### config.mk
export PLATFORM = sky130hd
export DESIGN_NAME = instr_fetch_queue
export DESIGN_NICKNAME = d
export VERILOG_FILES = /design/src/rtl/core_pkg.sv /design/src/rtl/instr_fetch_queue_sync_fifo.sv /design/src/rtl/instr_fetch_queue.sv
export SDC_FILE = /design/constraint.sdc
export NUM_CORES = 1
export LEC_CHECK = 0
export BUFFER_PORTS_ARGS = -buffer_cell sky130_fd_sc_hd__clkbuf_2
export CAP_MARGIN = 25
export CORE_ASPECT_RATIO = 1.25
export CORE_UTILIZATION = 60
export DETAILED_ROUTE_END_ITERATION = 10
export PLACE_DENSITY_LB_ADDON = 0.12
export SLEW_MARGIN = 5
export SYNTH_ARGS = -nofsm -noshare
export SYNTH_HDL_FRONTEND = slang
export SYNTH_SLANG_ARGS = --single-unit
### constraint.sdc
create_clock -name clk -period 6.3 [get_ports clk]
set_input_delay 1.26 -clock clk [delete_from_list [all_inputs] [get_ports clk]]
set_output_delay 1.26 -clock clk [all_outputs]
set_load 0.1 [all_outputs]
### src/rtl/core_pkg.sv
// Shared core definitions for the fetch front end: machine width, PC step,
// the canonical NOP encoding and the {pc, instr} record carried by the fetch queue.
package core_pkg;

    localparam int          XLEN      = 32;
    localparam logic [31:0] INSTR_NOP = 32'h0000_0013;
    localparam logic [31:0] PC_STEP   = 32'd4;

    // One fetched instruction together with the address it came from.
    typedef struct packed {
        logic [XLEN-1:0] pc;
        logic [XLEN-1:0] instr;
    } fetch_entry_t;

    // Redirect targets may carry junk in the low bits; fetch is always word aligned.
    function automatic logic [XLEN-1:0] align_pc(input logic [XLEN-1:0] pc);
        return {pc[XLEN-1:2], 2'b00};
    endfunction

endpackage

### src/rtl/instr_fetch_queue_sync_fifo.sv
// sync_fifo: single-clock circular FIFO with push/pop/flush and an occupancy count.
// Push while full is accepted only when a pop frees a slot in the same cycle.
// Flush empties the FIFO and takes priority over push and pop.
module sync_fifo #(
    parameter int WIDTH = 32,
    parameter int DEPTH = 4
) (
    input  logic                     clk,
    input  logic                     rst,
    input  logic                     push,
    input  logic [WIDTH-1:0]         wr_data,
    input  logic                     pop,
    input  logic                     flush,
    output logic [WIDTH-1:0]         rd_data,
    output logic                     full,
    output logic                     empty,
    output logic [$clog2(DEPTH):0]   count
);

    localparam int               PTR_W    = $clog2(DEPTH);
    localparam logic [PTR_W:0]   FULL_CNT = (PTR_W + 1)'(DEPTH);

    logic [WIDTH-1:0] mem [DEPTH];
    logic [PTR_W-1:0] wr_ptr;
    logic [PTR_W-1:0] rd_ptr;
    logic [PTR_W:0]   cnt;
    logic             do_push;
    logic             do_pop;

    assign full    = (cnt == FULL_CNT);
    assign empty   = (cnt == '0);
    assign count   = cnt;
    assign rd_data = mem[rd_ptr];
    assign do_pop  = pop && !empty && !flush;
    assign do_push = push && !flush && (!full || do_pop);

    // Pointer and occupancy bookkeeping; flush returns to the empty state.
    // NOTE: sequential state uses non-blocking assignments so every register samples pre-edge values.
    always_ff @(posedge clk) begin
        if (rst || flush) begin
            wr_ptr <= '0;
            rd_ptr <= '0;
            cnt    <= '0;
        end else begin
            if (do_push) wr_ptr <= wr_ptr + PTR_W'(1);
            if (do_pop)  rd_ptr <= rd_ptr + PTR_W'(1);
            cnt <= cnt + (PTR_W + 1)'(do_push) - (PTR_W + 1)'(do_pop);
        end
    end

    // Entry storage.
    // NOTE: storage is deliberately not reset; validity is tracked by cnt alone, so stale contents are never observed.
    always_ff @(posedge clk) begin
        if (do_push) mem[wr_ptr] <= wr_data;
    end

endmodule

### src/rtl/instr_fetch_queue.sv
// instr_fetch_queue: sequential-PC fetch stage between imem and decode.
// Issues word requests under a credit limit so every response has a reserved
// queue slot, tracks in-flight PCs, and hands in-order (pc, instr) pairs to decode.
// A redirect flushes everything and discards responses still in flight.
// Optional feature: define FETCH_PERF_CNT_EN to build the flush/starvation counters;
// otherwise perf_flush_cnt and perf_empty_cnt are constant zero.
module instr_fetch_queue
    import core_pkg::*;
#(
    parameter int          DEPTH    = 4,
    parameter logic [31:0] RESET_PC = 32'h0
) (
    input  logic        clk,
    input  logic        rst,
    output logic        imem_req,
    output logic [31:0] imem_addr,
    input  logic        imem_gnt,
    input  logic        imem_rvalid,
    input  logic [31:0] imem_rdata,
    input  logic        redirect_valid,
    input  logic [31:0] redirect_pc,
    output logic        out_valid,
    input  logic        out_ready,
    output logic [31:0] out_pc,
    output logic [31:0] out_instr,
    output logic [31:0] perf_flush_cnt,
    output logic [31:0] perf_empty_cnt
);

    localparam int               CNT_W        = $clog2(DEPTH) + 1;
    localparam logic [CNT_W:0]   CREDIT_LIMIT = (CNT_W + 1)'(DEPTH);

    logic [31:0]      fetch_pc;
    logic [CNT_W-1:0] outstanding;   // issued, response not yet seen (includes ones to drop)
    logic [CNT_W-1:0] drop;          // responses still owed from before the last redirect

    logic             issue;
    logic             rsp;
    logic             rsp_keep;
    logic             trk_pop;
    logic             q_pop;

    logic [31:0]      trk_head;
    logic             trk_full;
    logic             trk_empty;
    logic [CNT_W-1:0] trk_count;

    fetch_entry_t     q_wdata;
    fetch_entry_t     q_rdata;
    logic             q_full;
    logic             q_empty;
    logic [CNT_W-1:0] q_count;

    // Credit: queued entries plus everything in flight never exceed DEPTH.
    // Reset and redirect cycles never issue.
    assign imem_req  = !rst && !redirect_valid &&
                       (({1'b0, q_count} + {1'b0, outstanding}) < CREDIT_LIMIT);
    assign imem_addr = fetch_pc;
    assign issue     = imem_req && imem_gnt;

    // A response with nothing outstanding is a protocol error and is ignored.
    assign rsp      = imem_rvalid && (outstanding != '0);
    assign trk_pop  = rsp && (drop == '0);
    assign rsp_keep = trk_pop && !redirect_valid;
    assign q_pop    = out_valid && out_ready && !redirect_valid;

    assign q_wdata.pc    = trk_head;
    assign q_wdata.instr = imem_rdata;

    assign out_valid = !q_empty;
    assign out_pc    = out_valid ? q_rdata.pc    : '0;
    assign out_instr = out_valid ? q_rdata.instr : '0;

    // PCs of requests whose responses will be kept, oldest first.
    sync_fifo #(.WIDTH(32), .DEPTH(DEPTH)) u_pc_tracker (
        .clk     (clk),
        .rst     (rst),
        .push    (issue),
        .wr_data (fetch_pc),
        .pop     (trk_pop),
        .flush   (redirect_valid),
        .rd_data (trk_head),
        .full    (trk_full),
        .empty   (trk_empty),
        .count   (trk_count)
    );

    // In-order (pc, instr) queue presented to decode.
    sync_fifo #(.WIDTH($bits(fetch_entry_t)), .DEPTH(DEPTH)) u_out_queue (
        .clk     (clk),
        .rst     (rst),
        .push    (rsp_keep),
        .wr_data (q_wdata),
        .pop     (q_pop),
        .flush   (redirect_valid),
        .rd_data (q_rdata),
        .full    (q_full),
        .empty   (q_empty),
        .count   (q_count)
    );

    // Fetch PC, in-flight count and drop count; redirect overrides normal sequencing.
    always_ff @(posedge clk) begin
        if (rst) begin
            fetch_pc    <= RESET_PC;
            outstanding <= '0;
            drop        <= '0;
        end else begin
            outstanding <= outstanding + CNT_W'(issue) - CNT_W'(rsp);
            if (redirect_valid) begin
                fetch_pc <= align_pc(redirect_pc);
                drop     <= outstanding - CNT_W'(rsp);
            end else begin
                if (issue)               fetch_pc <= fetch_pc + PC_STEP;
                if (rsp && drop != '0)   drop     <= drop - CNT_W'(1);
            end
        end
    end

`ifdef FETCH_PERF_CNT_EN
    // Saturating counters for redirects taken and cycles decode waited on an empty queue.
    always_ff @(posedge clk) begin
        if (rst) begin
            perf_flush_cnt <= '0;
            perf_empty_cnt <= '0;
        end else begin
            if (redirect_valid && perf_flush_cnt != 32'hFFFF_FFFF)
                perf_flush_cnt <= perf_flush_cnt + 32'd1;
            if (out_ready && !out_valid && perf_empty_cnt != 32'hFFFF_FFFF)
                perf_empty_cnt <= perf_empty_cnt + 32'd1;
        end
    end
`else
    assign perf_flush_cnt = 32'h0;
    assign perf_empty_cnt = 32'h0;
`endif

    // Simulation-time invariants: protocol, no overflow, tracker consistent with in-flight count.
    always_ff @(posedge clk) begin
        if (!rst) begin
            assert (!(imem_rvalid && outstanding == '0));
            assert (!(rsp_keep && q_full && !q_pop));
            assert (!(issue && trk_full && !trk_pop));
            assert (!(trk_pop && trk_empty));
            assert (trk_count <= outstanding);
        end
    end

endmodule
==> results.json <==
{
  "synthArstFlopShare": 0,
  "overflow": 0,
  "gp_congestion": 0.836,
  "final_cell_mix": "edfxtp_1, clkbuf_2, mux4_2",
  "grt_pass1_wl_um": 48400,
  "die_y_um": 191,
  "htree_levels": 2,
  "seq_area_frac_synth": 0.706,
  "insertion_delay_ns": 0.52,
  "critPathCaptureType": "primary output",
  "cp-start-kind": "flop",
  "fp-row-count": 68,
  "worst_pin_slew_ns": 0.923,
  "ir_drop_mv": 0.219,
  "slew-limit-headroom": 0.385,
  "cts.path.max_buffers": 3,
  "io_buffers": 161,
  "max-cap-violations": 0,
  "dieWidth_um": 153,
  "setup_tns_ns": 0,
  "synth_cells": 982,
  "grt_antenna_before_repair": 0,
  "drtIter0Drc": 587,
  "finalCriticalPeriod_ns": 4.29,
  "arrival_ns": 3.03,
  "post_cts_buffers": 0,
  "tritoncts.num_buffers": 40,
  "power_density_mw_per_mm2": 323,
  "track_usage": 0.218,
  "vias": 8728,
  "synthDistinctLibCells": 54,
  "wirelength_um": 31300,
  "yosysWarnings": 0,
  "ys_seq_elements": 422,
  "die_area_mm2": 0.0293,
  "areaGrowthSynthToFinish_pct": 12.7,
  "drt_pass1_iterations": 5,
  "synth_area_mm2": 0.0172,
  "antenna_cells": 0,
  "critPathRequiredTime_ns": 5.04,
  "nets": 1250,
  "max_freq_mhz": 233,
  "post_drt_wl_per_cell_um": 20.4,
  "cts_root_buf": "clkbuf_16",
  "setup_violations": 0,
  "final_hold_viol_count": 0,
  "core_region_area_mm2": 0.0279,
  "clk_pin_slew_ns": 0.06,
  "rsz0062_at_grt": "no",
  "setup_ws_ns": 2.01,
  "hp-class": "flop to flop",
  "initial_core_util": 0.615,
  "crit_type": "flop to primary output",
  "final_common_cell": "edfxtp_1",
  "hpwl_um": 19100,
  "avgSynthCellArea_um2": 17.5,
  "timing.final.crit_share": 0.681,
  "skew_ns": 0.0166,
  "drc": 0,
  "pin_count": 232,
  "grt_pass1_vias": 8779,
  "slew_viol_final": 0,
  "grt_max_degree": 65,
  "cts.sinks": 422,
  "power.leakage_uw": 0.00663,
  "power_uw": 6260,
  "cts_tree": "yes",
  "pre_cts_slack_ns": 2.15,
  "final_antenna_net_count": 0,
  "critPathMaxFanout": 35,
  "drive_above_1_share": 0.290,
  "avgViaCountPerCell": 5.69,
  "synth_flop_cell": "edfxtp_1",
  "postCtsHoldBufs": 0,
  "status": "finished clean",
  "cts.repair.resized": 0,
  "synth_edf_count": 368
}
==> critical path: stages (launching register included) <==
cell      delay (ns)
dfxtp_2         0.91
buf_4           0.58
mux4_2          0.30
nor2b_1         0.18
clkbuf_2        0.49
==> metrics by stage <==
stage                     instances  hold WS, ns  instance area (um2)  utilization
after global placement         1464        0.508                18100        0.650
after floorplan                1049        0.485                17400            -
final                          1535        0.530                19300        0.693
after CTS                      1535        0.530                19300        0.693
after global routing           1535        0.562                19300        0.693
after detailed placement       1464        0.502                18100        0.650
==> Yosys cell counts (all sizes together), types with 2 or more instances <==
| library cell | n | share of area |
|---|---|---|
| and3 | 6 | 0.0022 |
| ha | 21 | 0.015 |
| nand4 | 12 | 0.0044 |
| mux2i | 2 | 0.0012 |
| clkbuf | 28 | 0.0061 |
| a21oi | 13 | 0.0038 |
| inv | 27 | 0.0059 |
| o211ai | 2 | 0.00087 |
| and4 | 4 | 0.0020 |
| dfxtp | 54 | 0.063 |
| and2 | 14 | 0.0051 |
| fa | 3 | 0.0035 |
| xnor2 | 16 | 0.0082 |
| nand2 | 35 | 0.0076 |
| a31oi | 11 | 0.0049 |
| nor3 | 11 | 0.0042 |
| nand3 | 13 | 0.0038 |
| o21ai | 12 | 0.0035 |
| o31ai | 2 | 0.00087 |
| or2 | 2 | 0.00073 |
| nor2b | 64 | 0.023 |
| a211oi | 6 | 0.0026 |
| nand2b | 2 | 0.00073 |
| edfxtp | 368 | 0.64 |
| xor2 | 6 | 0.0031 |
| nor4 | 4 | 0.0015 |
| a32oi | 3 | 0.0015 |
| a2bb2oi | 2 | 0.0010 |
| nor2 | 40 | 0.0087 |
| mux2 | 5 | 0.0033 |
| or3 | 7 | 0.0025 |
| buf | 80 | 0.033 |
| mux4 | 92 | 0.12 |
| a311oi | 3 | 0.0015 |
==> final timing paths <==
kind,from,endpoint,slack (ns),cells past startpoint
worst min register to register,u_out_queue.rd_ptr[1],flop,0.53,2
worst min-delay path,u_out_queue.rd_ptr[1],flop,0.53,2
worst max register to register,u_out_queue.count[2],u_pc_tracker.mem[0][21],2.89,7
worst max-delay path,flop,out_pc[24],2.01,4
==> cell families after synthesis <==
family,after synthesis,synth area share
flip-flops,422,0.706
AND/OR/NAND/NOR,217,0.0685
buffers and inverters,135,0.0452
multiplexers,99,0.125
AO/OA/AOI/OAI,62,0.0246
adder cells (fa/ha/maj),24,0.0188
XOR/XNOR,22,0.0112
other,1,0.000218
==> state kept, by name, indices dropped and copies added (netlist names), named ones only <==
| signal | count |
|---|---|
| u_out_queue.mem | 248 |
| u_pc_tracker.mem | 120 |
| imem_addr | 30 |
| drop | 3 |
| outstanding | 3 |
| u_out_queue.count | 3 |
| u_pc_tracker.count | 3 |
| u_out_queue.rd_ptr | 2 |
| u_out_queue.wr_ptr | 2 |
| u_pc_tracker.rd_ptr | 2 |
| u_pc_tracker.wr_ptr | 2 |
==> area by class of cell <==
cell class | instances | area [um2]
fill | 1859 | 8560
timing repair buffer | 173 | 921
clock buffer | 48 | 1050
sequential | 422 | 12100
inverter | 27 | 101
multi-input combinational | 492 | 4530
clock inverter | 23 | 164
tap | 350 | 438
==> power by group <==
part           total [uW]  switching (uW)  internal, uW
Sequential           3200            60.4          3140
Clock                2220             952          1270
Combinational         838             658           180
Total                6260            1670          4590
==> routing by layer <==
layer	GRT usage	routed length, um	up-vias
li1	-	-	4016
met1	0.283	12900	4362
met2	0.382	16000	305
met3	0.0331	1730	45
met4	0.0669	649	0
met5	0	0	-
Note: power is estimated with default switching activity, not from simulation.
